==> src/rtl/eth_buf_pkg.sv <==
// Shared definitions for the receive packet buffer.
// Holds the buffer sizing constants, the descriptor record posted to the
// AXI fetch side, and the packet writer state encoding.
package eth_buf_pkg;

    localparam int DEPTH      = 2048;  // SRAM depth in 64-bit words
    localparam int ADDR_W     = 11;    // log2(DEPTH)
    localparam int MAX_WORDS  = 192;   // longest accepted packet in words
    localparam int DESC_DEPTH = 4;     // descriptor FIFO entries

    // Descriptor: start word address and byte length of one committed packet.
    typedef struct packed {
        logic [ADDR_W-1:0] addr;
        logic [15:0]       len;
    } desc_t;

    typedef enum logic [1:0] {
        IDLE  = 2'd0,
        WRITE = 2'd1,
        DROP  = 2'd2
    } wr_state_e;

endpackage

==> src/rtl/eth_desc_fifo.sv <==
// Synchronous first-word-fall-through FIFO of packet descriptors.
// Ports:
//   clk, reset      clock and synchronous active-high reset
//   push, push_data write one descriptor (ignored when full)
//   pop             consume the head descriptor (ignored when empty)
//   head            current head entry, valid whenever empty is low
//   full, empty     occupancy flags
//   count           registered occupancy
module eth_desc_fifo
    import eth_buf_pkg::*;
#(
    parameter  int N_ENTRIES = DESC_DEPTH,
    localparam int IDX_W     = $clog2(N_ENTRIES),
    localparam int CNT_W     = IDX_W + 1
) (
    input  logic             clk,
    input  logic             reset,
    input  logic             push,
    input  desc_t            push_data,
    input  logic             pop,
    output desc_t            head,
    output logic             full,
    output logic             empty,
    output logic [CNT_W-1:0] count
);

    desc_t            mem_r [N_ENTRIES];
    logic [IDX_W-1:0] wr_idx_r;
    logic [IDX_W-1:0] rd_idx_r;
    logic [CNT_W-1:0] count_r;
    logic             push_s;
    logic             pop_s;

    assign full   = (count_r == CNT_W'(N_ENTRIES));
    assign empty  = (count_r == {CNT_W{1'b0}});
    assign count  = count_r;
    assign head   = mem_r[rd_idx_r];
    assign push_s = push & ~full;
    assign pop_s  = pop & ~empty;

    // Storage, indices and occupancy; simultaneous push and pop keep count steady.
    always_ff @(posedge clk) begin
        if (reset) begin
            wr_idx_r <= {IDX_W{1'b0}};
            rd_idx_r <= {IDX_W{1'b0}};
            count_r  <= {CNT_W{1'b0}};
            for (int i = 0; i < N_ENTRIES; i++) begin
                mem_r[i] <= '0;
            end
        end else begin
            if (push_s) begin
                mem_r[wr_idx_r] <= push_data;
                wr_idx_r        <= wr_idx_r + IDX_W'(1);
            end
            if (pop_s) begin
                rd_idx_r <= rd_idx_r + IDX_W'(1);
            end
            case ({push_s, pop_s})
                2'b10:   count_r <= count_r + CNT_W'(1);
                2'b01:   count_r <= count_r - CNT_W'(1);
                default: count_r <= count_r;
            endcase
        end
    end

endmodule

==> src/rtl/eth_rx_pkt_writer.sv <==
// Receive-side packet writer in front of the packet SRAM (circular buffer).
// Each packet is written contiguously from wr_base; it is committed on an
// error-free eop that fits, which posts {start address, byte length} to the
// descriptor FIFO. Dropped packets roll wr_cur back to wr_base.
// Ports:
//   clk, reset                         clock, synchronous active-high reset
//   rx_valid/sop/eop/be/err/data       MAC receive stream, no backpressure
//   mem_write, mem_wr_addr, mem_data   registered SRAM write port
//   rd_ptr                             consumer free pointer (address + wrap bit)
//   desc_valid/ready/addr/len          descriptor handshake to the fetch side
//   drop_cnt                           dropped packets, saturating
//   pkt_cnt                            committed packets, wrapping
module eth_rx_pkt_writer #(
    parameter int DEPTH      = eth_buf_pkg::DEPTH,
    parameter int ADDR_W     = eth_buf_pkg::ADDR_W,
    parameter int MAX_WORDS  = eth_buf_pkg::MAX_WORDS,
    parameter int DESC_DEPTH = eth_buf_pkg::DESC_DEPTH
) (
    input  logic              clk,
    input  logic              reset,
    input  logic              rx_valid,
    input  logic              rx_sop,
    input  logic              rx_eop,
    input  logic [2:0]        rx_be,
    input  logic              rx_err,
    input  logic [63:0]       rx_data,
    output logic              mem_write,
    output logic [31:0]       mem_wr_addr,
    output logic [63:0]       mem_data,
    input  logic [ADDR_W:0]   rd_ptr,
    output logic              desc_valid,
    input  logic              desc_ready,
    output logic [ADDR_W-1:0] desc_addr,
    output logic [15:0]       desc_len,
    output logic [15:0]       drop_cnt,
    output logic [15:0]       pkt_cnt
);

    import eth_buf_pkg::*;

    localparam int PTR_W = ADDR_W + 1;
    localparam int CNT_W = $clog2(DESC_DEPTH) + 1;

    wr_state_e        state_r, state_s;
    logic [PTR_W-1:0] wr_base_r, wr_cur_r;
    logic [15:0]      wcount_r;
    logic             push_pend_r;
    desc_t            pend_desc_r;

    logic [PTR_W-1:0] next_base_s, next_cur_s, wr_addr_s;
    logic [15:0]      next_wcount_s, commit_len_s;
    logic             wr_en_s, commit_s, space_full_s, base_full_s, desc_full_s;
    logic [1:0]       drop_amt_s;
    logic [3:0]       be_bytes_s;
    logic [16:0]      drop_sum_s;
    desc_t            commit_desc_s, fifo_head_s;
    logic             fifo_full_s, fifo_empty_s;
    logic [CNT_W-1:0] fifo_count_s;

    assign space_full_s = ((wr_cur_r - rd_ptr) == PTR_W'(DEPTH));
    assign base_full_s  = ((wr_base_r - rd_ptr) == PTR_W'(DEPTH));
    // A commit still waiting in push_pend_r already owns a FIFO slot.
    assign desc_full_s  = ((fifo_count_s + CNT_W'(push_pend_r)) >= CNT_W'(DESC_DEPTH));
    assign be_bytes_s   = (rx_be == 3'd0) ? 4'd8 : {1'b0, rx_be};
    assign drop_sum_s   = {1'b0, drop_cnt} + {15'd0, drop_amt_s};

    // Next-state, pointer updates, write strobe and commit decision per beat.
    always_comb begin
        state_s       = state_r;
        next_base_s   = wr_base_r;
        next_cur_s    = wr_cur_r;
        next_wcount_s = wcount_r;
        wr_en_s       = 1'b0;
        wr_addr_s     = wr_cur_r;
        drop_amt_s    = 2'd0;
        commit_s      = 1'b0;
        commit_len_s  = 16'd0;
        if (rx_valid && rx_sop) begin
            // An open packet is abandoned; the new one restarts at wr_base.
            drop_amt_s = (state_r == WRITE) ? 2'd1 : 2'd0;
            next_cur_s = wr_base_r;
            if (desc_full_s || base_full_s) begin
                drop_amt_s = (state_r == WRITE) ? 2'd2 : 2'd1;
                state_s    = rx_eop ? IDLE : DROP;
            end else begin
                wr_en_s       = 1'b1;
                wr_addr_s     = wr_base_r;
                next_wcount_s = 16'd1;
                if (!rx_eop) begin
                    next_cur_s = wr_base_r + PTR_W'(1);
                    state_s    = WRITE;
                end else if (rx_err) begin
                    drop_amt_s = drop_amt_s + 2'd1;
                    state_s    = IDLE;
                end else begin
                    commit_s     = 1'b1;
                    commit_len_s = {12'd0, be_bytes_s};
                    next_cur_s   = wr_base_r + PTR_W'(1);
                    next_base_s  = wr_base_r + PTR_W'(1);
                    state_s      = IDLE;
                end
            end
        end else if (rx_valid) begin
            case (state_r)
                WRITE: begin
                    if (space_full_s || (wcount_r == 16'(MAX_WORDS))) begin
                        drop_amt_s = 2'd1;
                        next_cur_s = wr_base_r;
                        state_s    = rx_eop ? IDLE : DROP;
                    end else begin
                        wr_en_s       = 1'b1;
                        next_cur_s    = wr_cur_r + PTR_W'(1);
                        next_wcount_s = wcount_r + 16'd1;
                        if (!rx_eop) begin
                            state_s = WRITE;
                        end else if (rx_err) begin
                            drop_amt_s = 2'd1;
                            next_cur_s = wr_base_r;
                            state_s    = IDLE;
                        end else begin
                            // Words before this one are full 8-byte words.
                            commit_s     = 1'b1;
                            commit_len_s = {wcount_r[12:0], 3'b000} + {12'd0, be_bytes_s};
                            next_base_s  = wr_cur_r + PTR_W'(1);
                            state_s      = IDLE;
                        end
                    end
                end
                DROP: begin
                    state_s = rx_eop ? IDLE : DROP;
                end
                IDLE: begin
                    state_s = IDLE;
                end
                default: begin
                    state_s = IDLE;
                end
            endcase
        end else begin
            state_s = state_r;
        end
    end

    // Descriptor for the packet being committed on this beat.
    always_comb begin
        commit_desc_s                  = '0;
        commit_desc_s.addr[ADDR_W-1:0] = wr_base_r[ADDR_W-1:0];
        commit_desc_s.len              = commit_len_s;
    end

    // State, pointers, counters and the registered SRAM write port.
    always_ff @(posedge clk) begin
        if (reset) begin
            state_r     <= IDLE;
            wr_base_r   <= {PTR_W{1'b0}};
            wr_cur_r    <= {PTR_W{1'b0}};
            wcount_r    <= 16'd0;
            push_pend_r <= 1'b0;
            pend_desc_r <= '0;
            mem_write   <= 1'b0;
            mem_wr_addr <= 32'd0;
            mem_data    <= 64'd0;
            drop_cnt    <= 16'd0;
            pkt_cnt     <= 16'd0;
        end else begin
            state_r     <= state_s;
            wr_base_r   <= next_base_s;
            wr_cur_r    <= next_cur_s;
            wcount_r    <= next_wcount_s;
            // Held one cycle so the last word is in the SRAM before the descriptor shows.
            push_pend_r <= commit_s;
            pend_desc_r <= commit_desc_s;
            mem_write   <= wr_en_s;
            if (wr_en_s) begin
                mem_wr_addr <= {{(32-ADDR_W){1'b0}}, wr_addr_s[ADDR_W-1:0]};
                mem_data    <= rx_data;
            end else begin
                mem_wr_addr <= mem_wr_addr;
                mem_data    <= mem_data;
            end
            drop_cnt <= drop_sum_s[16] ? 16'hFFFF : drop_sum_s[15:0];
            pkt_cnt  <= pkt_cnt + {15'd0, commit_s};
        end
    end

    eth_desc_fifo #(
        .N_ENTRIES (DESC_DEPTH)
    ) u_desc_fifo (
        .clk       (clk),
        .reset     (reset),
        .push      (push_pend_r),
        .push_data (pend_desc_r),
        .pop       (desc_ready),
        .head      (fifo_head_s),
        .full      (fifo_full_s),
        .empty     (fifo_empty_s),
        .count     (fifo_count_s)
    );

    assign desc_valid = ~fifo_empty_s;
    assign desc_addr  = fifo_head_s.addr[ADDR_W-1:0];
    assign desc_len   = fifo_head_s.len;

endmodule

==> config.mk <==
export PLATFORM = sky130hd
export DESIGN_NAME = eth_rx_pkt_writer
export DESIGN_NICKNAME = d
export VERILOG_FILES = /design/src/rtl/eth_buf_pkg.sv /design/src/rtl/eth_desc_fifo.sv /design/src/rtl/eth_rx_pkt_writer.sv
export SDC_FILE = /design/constraint.sdc
export NUM_CORES = 1
export LEC_CHECK = 0
export CAP_MARGIN = 20
export CORE_ASPECT_RATIO = 2
export CORE_UTILIZATION = 43
export DETAILED_ROUTE_END_ITERATION = 10
export PLACE_DENSITY = 0.67
export SYNTH_ARGS = -nofsm -noshare
export SYNTH_HDL_FRONTEND = slang
export SYNTH_SLANG_ARGS = --single-unit
==> constraint.sdc <==
create_clock -name clk -period 5.3 [get_ports clk]
set_input_delay 0.53 -clock clk [delete_from_list [all_inputs] [get_ports clk]]
set_output_delay 0.53 -clock clk [all_outputs]
set_load 0.005 [all_outputs]
=== Word level (Yosys, flattened, before mapping) ===
Memory sizes are Yosys's and may differ from the RTL's. A register that Yosys moved wholly into a read port is not among the register bits.
Index checks and enable logic that the tools add are counted.

* $add $sub $neg: 14
* Bitwise logic cells: 4
* Eq/ne operators: 12
* Reductions and logical operators: 12
* $lt $le $gt $ge: 1
* Multiplexer cells: 75

{| class="wikitable"
|+ Operators with widths
! cell !! number
|-
| 12-bit 2-to-1 mux || 16
|-
| 16-bit 2-to-1 mux || 12
|-
| 27-bit 2-to-1 mux || 1
|-
| 27-bit OR reduction || 1
|-
| 2-bit 2-to-1 mux || 13
|-
| 1-bit 2-to-1 mux || 25
|-
| 12-bit by 1-bit adder with 12-bit output, second input constant || 2
|-
| 12-bit equality test, second input constant || 2
|-
| 12-bit subtractor || 2
|-
| 11-bit 2-to-1 mux || 2
|-
| 16-bit by 2-bit adder with 17-bit output || 1
|-
| 16-bit by 1-bit adder with 16-bit output || 1
|-
| 16-bit by 1-bit adder with 16-bit output, second input constant || 1
|-
| 16-bit by 4-bit adder with 16-bit output || 1
|-
| 16-bit by 8-bit equality test with 1-bit output, second input constant || 1
|-
| 4-bit 2-to-1 mux || 4
|-
| 3-bit logical NOT || 2
|-
| 2-bit inequality test, second input constant || 3
|-
| 3-bit case mux with 2 select lines || 1
|-
| 6-bit AND reduction || 1
|-
| 2-bit nonzero test || 3
|-
| 2-bit by 1-bit adder with 2-bit output, second input constant || 2
|-
| 2-bit by 1-bit equality test with 1-bit output, second input constant || 2
|-
| 2-bit equality test, second input constant || 2
|-
| 14 further kinds || 17
|}

* Output and inout bits: 157
* Memories: 1
* Flip-flop bits (word level): 185
* Memory bits (writable): 108

{| class="wikitable"
|+ Memory list
! name !! words !! width !! rd ports !! clocked after memory_dff !! write ports !! RTL line !! text
|-
| u_desc_fifo.mem_r || 4 || 27 || 1 || 1 || 4 || eth_desc_fifo.sv:27 || <nowiki>desc_t mem_r [N_ENTRIES];</nowiki>
|}

=== Longest topological paths before layout ===
* Word-level depth: 9
* Depth in mapped cells: 22

=== Cells and area by module ===
A second synthesis with hierarchy kept.

* Cell total of the unflattened synthesis: 1420
* Area total of the unflattened synthesis: 14179.8 um2

{| class="wikitable"
|+ By module, submodules not included
! module !! area an instance (um2) !! seq. area each (um2) !! instances !! cells an instance
|-
| eth_rx_pkt_writer || 8972.4 || 3563.4 || 1 || 1109
|-
| eth_desc_fifo || 5207.5 || 3423.3 || 1 || 311
|}

=== Worst setup path before layout ===
OpenSTA, ideal clock, no wires.

* Path type: input to register
* Start: input rd_ptr[7]
* End: register drop_cnt[3]
* Buffers on the path: 3
* Data required time: 5229 ps
* Path slack: 678 ps
* Arrival: 4552 ps
* Stages on the path: 20
* Path through: inv_1 ha_1 buf_6 and4_4 a21oi_1 o21ai_1 or4_4 a2111oi_4 a21oi_1 buf_2 a211oi_1 ha_1 inv_1 fa_1 nor2_1 and2_1 nand2b_1 or3_1 clkbuf_1 a21oi_1

* Word-level cells in the longest chain between the ends: 9
* Elaborated cells on any way between the ends: 13

{| class="wikitable"
|+ RTL lines
! item !! RTL line !! text
|-
| start, declared || eth_rx_pkt_writer.sv:30 || <nowiki>input logic [ADDR_W:0] rd_ptr,</nowiki>
|-
| 12-bit subtractor || eth_rx_pkt_writer.sv:60 || <nowiki>assign space_full_s = ((wr_cur_r - rd_ptr) == PTR_W'(DEPTH));</nowiki>
|-
| 12-bit equality test || eth_rx_pkt_writer.sv:60 ||
|-
| 1-bit logical OR || eth_rx_pkt_writer.sv:106 || <nowiki>if (space_full_s || (wcount_r == 16'(MAX_WORDS))) begin</nowiki>
|-
| 1-bit 2-to-1 mux || eth_rx_pkt_writer.sv:106 ||
|-
| 1-bit 2-to-1 mux || eth_rx_pkt_writer.sv:104 || <nowiki>case (state_r)</nowiki>
|-
| 1-bit 2-to-1 mux || eth_rx_pkt_writer.sv:103 || <nowiki>end else if (rx_valid) begin</nowiki>
|-
| 2-bit 2-to-1 mux * || eth_rx_pkt_writer.sv:78 || <nowiki>if (rx_valid && rx_sop) begin</nowiki>
|-
| 16-bit by 2-bit adder with 17-bit output * || eth_rx_pkt_writer.sv:65 || <nowiki>assign drop_sum_s = {1'b0, drop_cnt} + {15'd0, drop_amt_s};</nowiki>
|-
| 16-bit 2-to-1 mux * || eth_rx_pkt_writer.sv:181 || <nowiki>drop_cnt <= drop_sum_s[16] ? 16'hFFFF : drop_sum_s[15:0];</nowiki>
|-
| end signal, assigned || eth_rx_pkt_writer.sv:181 ||
|-
| end, declared || eth_rx_pkt_writer.sv:35 || <nowiki>output logic [15:0] drop_cnt,</nowiki>
|}

Every way passes the cells marked *; elsewhere a longest branch is shown, timed or not.
A chain may end at the register's enable or synchronous reset.

=== Worst setup path in the final report ===
* Start: register wr_base_r[0]
* End: register drop_cnt[14]

* Word-level cells in the longest chain between the ends: 7

{| class="wikitable"
|+ RTL lines
! item !! RTL line !! text
|-
| start, declared || eth_rx_pkt_writer.sv:45 || <nowiki>logic [PTR_W-1:0] wr_base_r, wr_cur_r;</nowiki>
|-
| start signal, assigned || eth_rx_pkt_writer.sv:155 || <nowiki>wr_base_r <= {PTR_W{1'b0}};</nowiki>
|-
| start signal, assigned || eth_rx_pkt_writer.sv:167 || <nowiki>wr_base_r <= next_base_s;</nowiki>
|-
| 12-bit subtractor || eth_rx_pkt_writer.sv:61 || <nowiki>assign base_full_s = ((wr_base_r - rd_ptr) == PTR_W'(DEPTH));</nowiki>
|-
| 12-bit equality test || eth_rx_pkt_writer.sv:61 ||
|-
| 1-bit logical OR || eth_rx_pkt_writer.sv:82 || <nowiki>if (desc_full_s || base_full_s) begin</nowiki>
|-
| 2-bit 2-to-1 mux || eth_rx_pkt_writer.sv:82 ||
|-
| 2-bit 2-to-1 mux || eth_rx_pkt_writer.sv:78 ||
|-
| 16-bit by 2-bit adder with 17-bit output || eth_rx_pkt_writer.sv:65 ||
|-
| 16-bit 2-to-1 mux || eth_rx_pkt_writer.sv:181 ||
|}

Every way passes these cells.

==> flow_summary.ini <==
[run]
drv_cap = 0

[logic_synthesis]
ys_types = 73
synthAdderAreaFrac_pct = 3.465
synth_edf_count = 108
seq_area_frac_synth_pct = 49.36
synthMuxAreaShare_pct = 5.516
synth_area_sq_um = 14150
yosys_warnings = 0
synth_simple_gate_area_share_pct = 19.14
synthArstFlopShare_pct = 0
synthCells = 1487
synth_top_flop_cell = dfxtp_1
synth_xor_area_share_pct = 4.517
ys_ff_latch = 295
synth_compound_area_share_pct = 12.18
avgSynthCellArea_sq_um = 9.518
synth_top_family_by_area = simple AND/OR/NAND/NOR gates

[routing]
wl_met1_um = 14010
drt_first_pass_iters = 6
wl_per_cell_um = 18.38
routed-wl-met2_um = 21530
totalWireLength_um = 39500
vias = 11600
initialDrtViolationCount = 812
top_layer = met4
remaining_drc_errors = 0
vias_per_cell = 5.396
ant_nets = 0
wl_met3_um = 1808

[clock_tree]
cts_tree = built
htree_levels = 1
clk_pin_slew_ns = 0.07
numCtsBuffers = 27
cts_resized = 0
holdBufCountCts = 0
cts.sinks = 295
cts_buffer_depth = 3
post_cts_buffers = 0
root_buffer = clkbuf_16
insertion_delay_ns = 0.55

[timing]
setup_violations = 0
holdWs_ns = 0.4539
worst_pin_slew_ns = 0.9327
max-slew-margin-rel_pct = 37.40
fin_crit_ns = 4.999
fin_crit_sh_pct = 94.33
rsz0062_at_grt = false
hold_viol_final = 0
slew_viol_final = 0
fmaxAchievable_mhz = 200.0
fin_skew_ns = 0.01248
tns_ns = 0

[power_and_ir_drop]
p_leak_nw = 6.741
finalPower_mw = 5.412
powerDensity_nw_per_um2 = 301.3
vdd_drop_max_uv = 326.2

[placement]
dp_hpwl_um = 28310
globalplace.congestion = 0.8996
io_buffers = 221
placed_area_sq_um = 16890

[die]
core_area_sq_um = 32350
num_rows = 93
io_pins = 243
start_util_pct = 43.75
design.die.area_sq_um = 33690
die_width_um = 130.3
die_h_um = 258.6

[grt]
grt_max_degree = 85
grt_usage_pct = 23.93
grt_pass1_vias = 11660
grt_overflow = 0
antenna_found_initial = 0
grt_pass1_wl_um = 62430

[worst_setup_path]
worst_ep_arrival_time_ns = 5.39
startpoint = wr_base_r[0]$_SDFFE_PP0P_
critPathCaptureType = flop
rr_startpoint = wr_base_r[0]$_SDFFE_PP0P_
required_ns = 5.69
reg2reg_depth = 23
critPathMaxFanout = 8
r2r_end = drop_cnt[14]$_SDFF_PP0_
rrSetupSlack_ns = 0.30
start_kind = flop
critPathKind = reg2reg

[layout]
final_cell_area_sq_um = 17960
drive_above_1_share_pct = 9.814
num-fill-cells = 2972
diodes = 0
utilization_pct = 55.52
num-nets-final = 1826
areaGrowthSynthToFinish_pct = 26.90

[hold_path]
hp-start = mem_data[42]$_SDFFE_PP0P_
min_to = mem_data[42]$_SDFFE_PP0P_
hold_path_class = reg2reg
hold_path_depth = 2

[outcome]
status = finished, final reports clean
-- sequential cells by signal (all words and copies together) (netlist names), named ones only --
register / count
u_desc_fifo.wr_idx_r: 2
mem_wr_addr: 11
drop_cnt: 16
u_desc_fifo.mem_r: 108
push_pend_r: 1
state_r: 2
mem_write: 1
pend_desc_r: 27
wcount_r: 16
u_desc_fifo.count: 3
mem_data: 64
wr_cur_r: 12
wr_base_r: 12
u_desc_fifo.rd_idx_r: 2
pkt_cnt: 16
-- how the worst max path moves through the flow --
stage	endpoint	slack [ns]	depth (start not counted)
floorplan	drop_cnt[3]$_SDFF_PP0_	0.68	20
global placement	drop_cnt[1]$_SDFF_PP0_	-0.20	21
detailed placement	drop_cnt[3]$_SDFF_PP0_	-0.24	21
CTS	drop_cnt[3]$_SDFF_PP0_	0.26	20
global route	drop_cnt[14]$_SDFF_PP0_	0.001	23
finish	drop_cnt[14]$_SDFF_PP0_	0.30	23
-- placed cells by master (no fill, tap or decap), drive strengths merged, types with 4 or more instances in the layout --
master | Yosys | routed
mux2i | 15 | 15
conb | 1 | 21
and2 | 35 | 35
o31ai | 10 | 10
nor2b | 18 | 18
xnor2 | 24 | 24
mux4 | 27 | 27
a211oi | 18 | 18
nor2 | 160 | 160
nand2b | 13 | 13
edfxtp | 108 | 108
nor4 | 7 | 7
or3 | 8 | 8
buf | 48 | 59
nand2 | 217 | 217
nand3 | 50 | 50
a2111oi | 8 | 8
o2111ai | 4 | 4
o21a | 4 | 4
clkdlybuf4s50 | 0 | 220
nor3 | 23 | 23
inv | 63 | 65
nor3b | 6 | 6
o211ai | 5 | 5
xor2 | 49 | 49
dfxtp | 187 | 187
nand4 | 21 | 21
a22oi | 5 | 5
or4 | 7 | 7
a31oi | 11 | 11
a21oi | 129 | 129
o21ai | 40 | 40
or2 | 5 | 5
ha | 36 | 36
and3 | 17 | 17
clkinv | 0 | 6
clkbuf | 65 | 29
bufinv | 0 | 9
-- cells in the mapped netlist (all sizes together), types with 10 or more instances --
| master | count | area share (%) |
|---|---|---|
| a211oi | 18 | 1.3 |
| a21oi | 129 | 4.6 |
| a31oi | 11 | 0.49 |
| and2 | 35 | 1.5 |
| and3 | 17 | 0.75 |
| buf | 48 | 2.4 |
| clkbuf | 65 | 1.7 |
| dfxtp | 187 | 26 |
| edfxtp | 108 | 23 |
| ha | 36 | 3.2 |
| inv | 63 | 1.7 |
| mux2i | 15 | 1.1 |
| mux4 | 27 | 4.3 |
| nand2 | 217 | 5.8 |
| nand2b | 13 | 0.57 |
| nand3 | 50 | 1.8 |
| nand4 | 21 | 0.93 |
| nor2 | 160 | 4.2 |
| nor2b | 18 | 0.80 |
| nor3 | 23 | 0.81 |
| o21ai | 40 | 1.4 |
| o31ai | 10 | 0.53 |
| xnor2 | 24 | 1.5 |
| xor2 | 49 | 3.0 |
-- logic make-up (layout without fill, tap and decap cells) --
group	count (synthesis)	after routing
buffers and inverters	176	391
AND/OR/NAND/NOR	592	592
XOR/XNOR	73	73
other	1	21
flip-flops	295	295
adder cells (fa/ha/maj)	38	38
multiplexers	44	44
AO/OA/AOI/OAI	268	268
-- per-stage QoR --
stage / setup WS, ns / instances
detailed placement: -0.2445 / 2099
global placement: -0.2035 / 2099
floorplan: 0.6775 / 1507
finish: 0.3007 / 2149
global route: 0.001472 / 2149
CTS: 0.2630 / 2148
-- critical path: stages (launching register included) --
cell and delay (ns):
dfxtp_1 0.46, inv_1 0.21, ha_1 0.26, nor2b_1 0.15, xnor2_1 0.14, nor4_1 0.41
o2111ai_1 0.20, a2111oi_2 0.37, buf_4 0.20, a31oi_1 0.15, nor3b_1 0.22, a21oi_1 0.06
a211oi_1 0.26, ha_1 0.21, inv_1 0.05, fa_1 0.39, nor2_1 0.16, and2_1 0.17
nand2b_1 0.10, buf_4 0.15, nor2_1 0.14, nand3_1 0.09, nor3b_1 0.20, nor3_1 0.07
-- final cells by class --
type,count,area (sq um),area share (%)
Tap cell,427,534.3,2.975
Clock buffer,29,693.2,3.859
Multi-Input combinational cell,1036,6475,36.05
Inverter,63,236.5,1.317
Timing Repair Buffer,279,2690,14.98
Sequential cell,295,6989,38.91
Clock inverter,20,342.8,1.909
-- power by group --
group | total (mW) | internal [mW] | switching (mW) | leakage (nW)
Clock | 2.28 | 1.39 | 0.893 | 0.499
Sequential | 2.48 | 2.43 | 0.0547 | 2.64
Combinational | 0.646 | 0.324 | 0.322 | 3.60
-- metal layers --
layer	track usage, %	up-vias
li1	-	5569
met1	24.61	5558
met2	45.30	365
met3	3.571	104
met4	12.53	0
met5	0	-
Note: power is estimated with default switching activity, not from simulation.
